<file path="src/rtl/cond_exec_unit.sv">
// Conditional-execution unit: ARM condition evaluation against per-context
// flag sets, flag write-back, and an IT-style predicated-block sequencer.
module cond_exec_unit #(
  parameter int unsigned NUM_CTX = 2,
  parameter int unsigned IT_MAX  = 4,
  localparam int unsigned CW     = (NUM_CTX > 1) ? $clog2(NUM_CTX) : 1
) (
  input  logic              clk,
  input  logic              reset,
  input  logic              instr_valid,
  input  logic [CW-1:0]     ctx_sel,
  input  logic [3:0]        cond,
  input  logic [3:0]        alu_flags,
  input  logic [1:0]        flag_write,
  input  logic              it_start,
  input  logic [3:0]        it_len,
  input  logic [IT_MAX-1:0] it_mask,
  output logic              exec,
  output logic [3:0]        flags_out,
  output logic              it_active,
  output logic [3:0]        it_remaining,
  output logic              it_error
);

  localparam int unsigned FW = 4;  // flag vector {Z,N,C,V}
  localparam int unsigned RW = 4;  // remaining / length counter width

  typedef enum logic {
    IDLE   = 1'b0,
    ACTIVE = 1'b1
  } state_t;

  state_t            state_q, state_d;
  logic [3:0]        base_q, base_d;
  logic [IT_MAX-1:0] mask_q, mask_d;
  logic [CW-1:0]     owner_q, owner_d;
  logic [RW-1:0]     rem_q, rem_d;
  logic [RW-1:0]     len_q, len_d;

  logic [FW-1:0]     flags_q [NUM_CTX];

  logic [FW-1:0]     cur_flags;
  logic [RW-1:0]     slot;
  logic              slot_else;
  logic              len_ok;
  logic              owner_hit;
  logic              open_blk;
  logic              err;
  logic [3:0]        eff_cond;
  logic              cond_pass;
  logic              wr_nz;
  logic              wr_cv;

  // Flag set of the selected context; out-of-range selects read as zero
  always_comb begin
    cur_flags = '0;
    for (int unsigned c = 0; c < NUM_CTX; c++) begin
      if (32'(ctx_sel) == c) cur_flags = flags_q[c];
    end
  end

  // Else bit for the current block slot (slot = captured length - remaining)
  always_comb begin
    slot      = len_q - rem_q;
    slot_else = 1'b0;
    for (int unsigned i = 0; i < IT_MAX; i++) begin
      if (RW'(i) == slot) slot_else = mask_q[i];
    end
  end

  assign len_ok    = (it_len != '0) && (32'(it_len) <= IT_MAX);
  assign owner_hit = (ctx_sel == owner_q);

  // Next-state logic and effective-condition selection
  always_comb begin
    state_d  = state_q;
    base_d   = base_q;
    mask_d   = mask_q;
    owner_d  = owner_q;
    rem_d    = rem_q;
    len_d    = len_q;
    eff_cond = cond;
    open_blk = 1'b0;
    err      = 1'b0;
    case (state_q)
      IDLE: begin
        if (instr_valid && it_start) begin
          if (len_ok) begin
            open_blk = 1'b1;
            state_d  = ACTIVE;
            base_d   = cond;
            mask_d   = it_mask;
            owner_d  = ctx_sel;
            rem_d    = it_len;
            len_d    = it_len;
          end else begin
            err = 1'b1;
          end
        end
      end
      ACTIVE: begin
        if (instr_valid && owner_hit) begin
          // Else slots flip the condition sense via bit 0
          eff_cond = {base_q[3:1], base_q[0] ^ slot_else};
          rem_d    = rem_q - RW'(1);
          if (rem_q == RW'(1)) state_d = IDLE;
          if (it_start) err = 1'b1;
        end
      end
      default: state_d = IDLE;
    endcase
  end

  // ARM condition decode against the pre-edge flags {Z,N,C,V}
  always_comb begin
    logic z, n, c, v;
    {z, n, c, v} = cur_flags;
    cond_pass    = 1'b0;
    case (eff_cond)
      4'b0000: cond_pass = z;
      4'b0001: cond_pass = ~z;
      4'b0010: cond_pass = c;
      4'b0011: cond_pass = ~c;
      4'b0100: cond_pass = n;
      4'b0101: cond_pass = ~n;
      4'b0110: cond_pass = v;
      4'b0111: cond_pass = ~v;
      4'b1000: cond_pass = c & ~z;
      4'b1001: cond_pass = ~(c & ~z);
      4'b1010: cond_pass = (n == v);
      4'b1011: cond_pass = (n != v);
      4'b1100: cond_pass = ~z & (n == v);
      4'b1101: cond_pass = ~(~z & (n == v));
      4'b1110: cond_pass = 1'b1;
      default: cond_pass = 1'b0;
    endcase
  end

  // The block-opening instruction always executes but never writes flags
  assign exec  = instr_valid & (open_blk | cond_pass);
  assign wr_nz = instr_valid & cond_pass & ~open_blk & flag_write[1];
  assign wr_cv = instr_valid & cond_pass & ~open_blk & flag_write[0];

  assign flags_out    = cur_flags;
  assign it_active    = (state_q == ACTIVE);
  assign it_remaining = (state_q == ACTIVE) ? rem_q : '0;
  assign it_error     = err & ~reset;

  // FSM and captured block context
  always_ff @(posedge clk) begin
    if (reset) begin
      state_q <= IDLE;
      base_q  <= '0;
      mask_q  <= '0;
      owner_q <= '0;
      rem_q   <= '0;
      len_q   <= '0;
    end else begin
      state_q <= state_d;
      base_q  <= base_d;
      mask_q  <= mask_d;
      owner_q <= owner_d;
      rem_q   <= rem_d;
      len_q   <= len_d;
    end
  end

  // Per-context flag storage; N,Z and C,V pairs are written independently
  always_ff @(posedge clk) begin
    if (reset) begin
      for (int unsigned c = 0; c < NUM_CTX; c++) flags_q[c] <= '0;
    end else begin
      for (int unsigned c = 0; c < NUM_CTX; c++) begin
        if (32'(ctx_sel) == c) begin
          if (wr_nz) flags_q[c][3:2] <= alu_flags[3:2];
          if (wr_cv) flags_q[c][1:0] <= alu_flags[1:0];
        end
      end
    end
  end

endmodule

</file>
<file path="config.mk">
export PLATFORM = sky130hd
export DESIGN_NAME = cond_exec_unit
export DESIGN_NICKNAME = d
export VERILOG_FILES = /design/src/rtl/cond_exec_unit.sv
export SDC_FILE = /design/constraint.sdc
export NUM_CORES = 1
export LEC_CHECK = 0
export ABC_CLOCK_PERIOD_IN_PS = 3200
export CORE_ASPECT_RATIO = 0.75
export CORE_MARGIN = 2
export CORE_UTILIZATION = 52
export CTS_CLUSTER_DIAMETER = 80
export DETAILED_ROUTE_END_ITERATION = 10
export GPL_TIMING_DRIVEN = 0
export PLACE_DENSITY = 0.78
export SLEW_MARGIN = 20
export SYNTH_ARGS = -nofsm -noshare
export SYNTH_HDL_FRONTEND = slang
export SYNTH_SLANG_ARGS = --single-unit
</file>
<file path="constraint.sdc">
create_clock -name clk -period 3.2 [get_ports clk]
set_clock_uncertainty 0.05 [all_clocks]
set_input_delay 0.48 -clock clk [delete_from_list [all_inputs] [get_ports clk]]
set_output_delay 0.48 -clock clk [all_outputs]
set_load 0.1 [all_outputs]
</file>
Word level (Yosys, flattened, before mapping) --
Memory sizes are Yosys's and may differ from the RTL's. Index checks and enable logic that the tools add are counted.
Word-level totals: flip-flop bits (word level) 18, bits in latches 0, bits in writable memories 8, bits in read-only memories 0, input bits 23, output and inout bits 11, word-level logic and storage cells 109, memories 1
Memory list:
- flags_q | words 2, bits a word 4, read ports 2, clocked after memory_dff 0, wr ports 2, RTL line 40 | logic [FW-1:0] flags_q [NUM_CTX];
Operators by class: add/subtract/negate cells 2, $mul 0, divide/modulo/power cells 0, order comparisons 1, eq/ne operators 24, shift-type cells 0, mux-type cells 44, bitwise logic cells 23, reductions and logical operators 8
Operator list (count):
- 2-to-1 mux 1 bit | 29
- equality test 4 bit (second input constant) | 7
- 2-to-1 mux 4 bit | 7
- equality test 4 x 3 -> 1 bit (second input constant) | 4
- case mux 1 bit (15 select lines) | 1
- inverter 1 bit | 9
- bitwise AND 1 bit | 8
- equality test 2 x 4 -> 1 bit (first input constant) | 2
- equality test 4 x 1 -> 1 bit (second input constant) | 2
- equality test 4 x 2 -> 1 bit (second input constant) | 2
- zero test 4 bit | 2
- 2-to-1 mux 2 bit | 4
- case mux 4 bit (2 select lines) | 1
- AND reduction 3 bit | 2
- OR 1 bit | 5
- equality test 1 x 4 -> 1 bit (first input constant) | 1
- <= comparator 4 x 3 -> 1 bit (second input constant) | 1
- != test 2 bit (second input constant) | 2
- case mux 1 bit (2 select lines) | 2
- nonzero test 4 bit | 1
- subtractor 4 x 1 -> 4 bit (second input constant) | 1
- subtractor 4 bit | 1
- logical AND 1 bit | 3
- equality test 1 bit | 2
- 3 further kinds | 3

Logic depth before layout (Yosys ltp) --
depth in word-level cells 19, gate-level depth with buffers 9, depth with buffers taken out 9

Least setup slack after synthesis --
Ideal clock, no wire load.
path kind register -> output, start register state_q, in the netlist it_active, end output port it_error, arrival time 4421 ps, required time 2670 ps, slack -1751 ps, stages on the path, launching flop included 4, buffers on the path 1, cells stage by stage dfxtp_1 buf_4 nor4b_1 nor4b_1
On the way: word-level cells in the longest chain between the ends 3
Ends and longest elaborated chain:
- start, declared | RTL line 33 | state_t state_q, state_d;
- start signal, assigned | RTL line 159 | state_q <= state_d;
- inverter 1 bit (no source line)
- case mux 1 bit (2 select lines) * | RTL line 85 | case (state_q)
- bitwise AND 1 bit * | RTL line 147 | assign it_error = err & ~reset;
- end, declared | RTL line 22 | output logic it_error
Every way passes the cells marked *; elsewhere a longest branch is shown, timed or not.

Worst setup path in the final report --
start register rem_q[0], end output port exec
On the way: word-level cells in the longest chain between the ends 13, elaborated cells between the ends (all ways) 30, those cells by class add/sub: 1; eq/ne: 17; mux: 7; bitwise: 3; reduce/logical: 2
Ends and longest elaborated chain:
- start, declared | RTL line 37 | logic [RW-1:0] rem_q, rem_d;
- start signal, assigned | RTL line 163 | rem_q <= rem_d;
- subtractor 4 bit * | RTL line 64 | slot = len_q - rem_q;
- zero test 4 bit | RTL line 67 | if (RW'(i) == slot) slot_else = mask_q[i];
- 2-to-1 mux 1 bit (3 in a row) | RTL line 67
- 2-to-1 mux 1 bit * | RTL line 67
- bitwise XOR 1 bit * | RTL line 104 | eff_cond = {base_q[3:1], base_q[0] ^ slot_else};
- 2-to-1 mux 4 bit * | RTL line 102 | if (instr_valid && owner_hit) begin
- 2-to-1 mux 4 bit * | RTL line 85
- equality test 4 bit (tied with other cells) | RTL line 119 | case (eff_cond)
- case mux 1 bit (15 select lines) * | RTL line 119
- OR 1 bit * | RTL line 140 | assign exec = instr_valid & (open_blk | cond_pass);
- bitwise AND 1 bit * | RTL line 140
- end, declared | RTL line 18 | output logic exec,
Marks and branches as above.

==> reports/metrics.cfg <==
[synth]
yosys.cell_types.count=48
synthCells=202
yosys.area.top_type_share=0.2006
synth_simple_gate_area_frac=0.2103
synth_edf_count=8
synth-xor-area-share=0.03900
synth_top_family_by_area=compound AO/OA/AOI/OAI gates
synthFlopType=dfxtp_1
ys_seq_area_frac=0.3343
synth_common_cells=nor2_1, a21oi_1, dfxtp_1
synth_most_common_cell=nor2_1
synth.mux.area_fraction=0.1191
syn-num-nets=231
synth_top_cell_by_area=dfxtp_1
avgSynthCellArea_um2=8.895
synth_fa_ha_area_frac=0.04596
synth_area_leaders=dfxtp_1, edfxtp_1, mux2i_1, a21oi_1, nor2_1
ys_async_sr_fraction=0
synth-compound-area-share=0.2110
yosysWarnings=0
syn_area_mm2=0.001797
ys_ff_latch=26

[timing]
timing.hold.ws_ps=438.7
rsz0062_at_grt=true
finalMaxSlewViolations=0
hold_viol_final=0
finalSetupViolCount=1
fin_crit_ps=3285
worst_slack_ps=-85.26
max-slew-margin-rel=0.3438
fmax_mhz=304.4
worst_pin_slew_ps=981.3
fin_crit_sh=1.027

[grt]
grt_max_degree=15
grt_pass1_vias=1643
grt_pass1_wl_mm=7.921
track_usage=0.2674
antenna_found_initial=0
overflow=0

[clocking]
cts_hold_buf=0
htree_num_levels=1
cts_buffer_depth=2
cts_buffers=3
root_buffer=clkbuf_8
clkSinkCount=26
cts_tree=yes
clkLatencyLatePin_ps=270
clk_pin_slew_worst_paths_ps=90

[routing]
wl_per_cell_um=17.59
drcViolationCount=0
drt_pass1_iterations=4
ant_nets=0
wirelength_mm=5.066
vias=1788
drt-vias-per-instance=6.208
drtIter0Drc=168

[finish]
final_cells=288
fillerInstances=236
utilization=0.7694
antenna-diode-count=0
drive_above_1_share=0.2339
fin_nets=278
syn_to_final_growth_pct=40.81
design_area_mm2=0.002530

[pwr]
p_per_area_mw_per_mm2=329.2
peakVddDrop_uv=317.1
leakage_nw=0.8827
p_total_mw=0.8329

[floorplan]
die_h_um=54.91
fp-row-count=18
dieArea_mm2=0.003946
die_w_um=71.88
start_util=0.5464
coreArea_mm2=0.003288
io_pins=34

[critical_path]
arrival_ps=2760
cp_max_fo=6
start_kind=register
cp.required_ps=2670
worst_setup_path_end_kind=output port
path_class=register to output port

[place]
port_buffers=33
dp.cells=275
dpl_cell_area_mm2=0.002359
gp_congestion=0.9365
dp_hpwl_mm=3.780

[outcome]
violations=setup timing
outcome=finished, violations left

[min_path]
min_path_type=register to register

[job]
drv_cap=0

==> power breakdown <==
group | total, mW | switching, mW | internal (mW)
clock | 0.192 | 0.103 | 0.0893
sequential | 0.361 | 0.0105 | 0.350
combinational | 0.280 | 0.165 | 0.115
==> cell usage in the layout (no fill, tap or decap), drive strengths merged, types with 2 or more instances in the layout <==
cell / synthesis / routed
clkdlybuf4s50: 0 / 29
nor2: 24 / 24
a21oi: 18 / 18
dfxtp: 18 / 18
buf: 4 / 14
nand2: 14 / 14
mux2i: 12 / 12
o21ai: 10 / 10
o2111ai: 10 / 10
clkbuf: 5 / 9
edfxtp: 8 / 8
inv: 8 / 8
mux2: 6 / 6
nor3: 6 / 6
nand3: 5 / 5
nand3b: 5 / 5
ha: 5 / 5
xor2: 5 / 5
and2: 4 / 4
a211oi: 3 / 3
xnor2: 3 / 3
o211ai: 3 / 3
nor2b: 2 / 2
nand2b: 2 / 2
and3: 2 / 2
or4: 2 / 2
nand4: 2 / 2
nor4b: 2 / 2
==> area by class of cell <==
type	count	area (um^2)	share of cell area
Buffer	9	47.55	0.01879
Clock buffer	4	45.04	0.01780
Sequential cell	26	613.1	0.2423
Tap cell	40	50.05	0.01978
Multi-Input combinational cell	159	1334	0.5272
Timing Repair Buffer	42	410.4	0.1622
Inverter	8	30.03	0.01187
==> flip-flops by register name, summed over array words and instances (netlist names) <==
register / flops
flags_q: 8
base_q: 4
len_q: 4
mask_q: 4
rem_q: 4
it_active: 1
owner_q: 1
==> metrics by stage <==
stage / setup slack [ps] / TNS [ps]
after floorplan: -134.5 / -134.5
after global placement: -1422 / -2784
after detailed placement: -1533 / -4628
after CTS: -116.7 / -116.7
after global routing: -173.4 / -173.4
final: -85.26 / -85.26
==> worst paths after layout <==
check	slack (ps)	cells past startpoint	from	endpoint
max	-90	9	rem_q[0]	exec
min reg2reg	440	2	len_q[0]	len_q[0]
min	440	2	len_q[0]	len_q[0]
max reg2reg	300	10	rem_q[0]	flags_q[0][3]
==> logic make-up after synthesis <==
logic type | Yosys count
compound gates | 52
xor+xnor | 8
fa+ha+maj | 6
buf+inv | 17
flops | 26
mux | 19
simple gates | 74
==> what timing repair did <==
action,4_1_cts,5_1_grt
gates cloned,0,0
resized for setup,23,3
pin swaps,8,5
endpoints found under the setup margin,2,1
buffers inserted,7,2
==> worst max-delay path, cell delays in order, from the launching register on <==
cell and delay, ps:
dfxtp_4 380, ha_4 170, fa_1 510, mux4_2 520, nand2_2 90, a21oi_4 60
xor2_4 180, o2111ai_2 210, nand3b_1 150, buf_12 200
==> per-layer routing <==
metal,global-route usage,routed length [um]
met5,0,0
met1,0.3434,2271
met3,0.07065,355
met2,0.4444,2385
met4,0.09434,54
No activity file was read; power rests on OpenSTA's default activity.
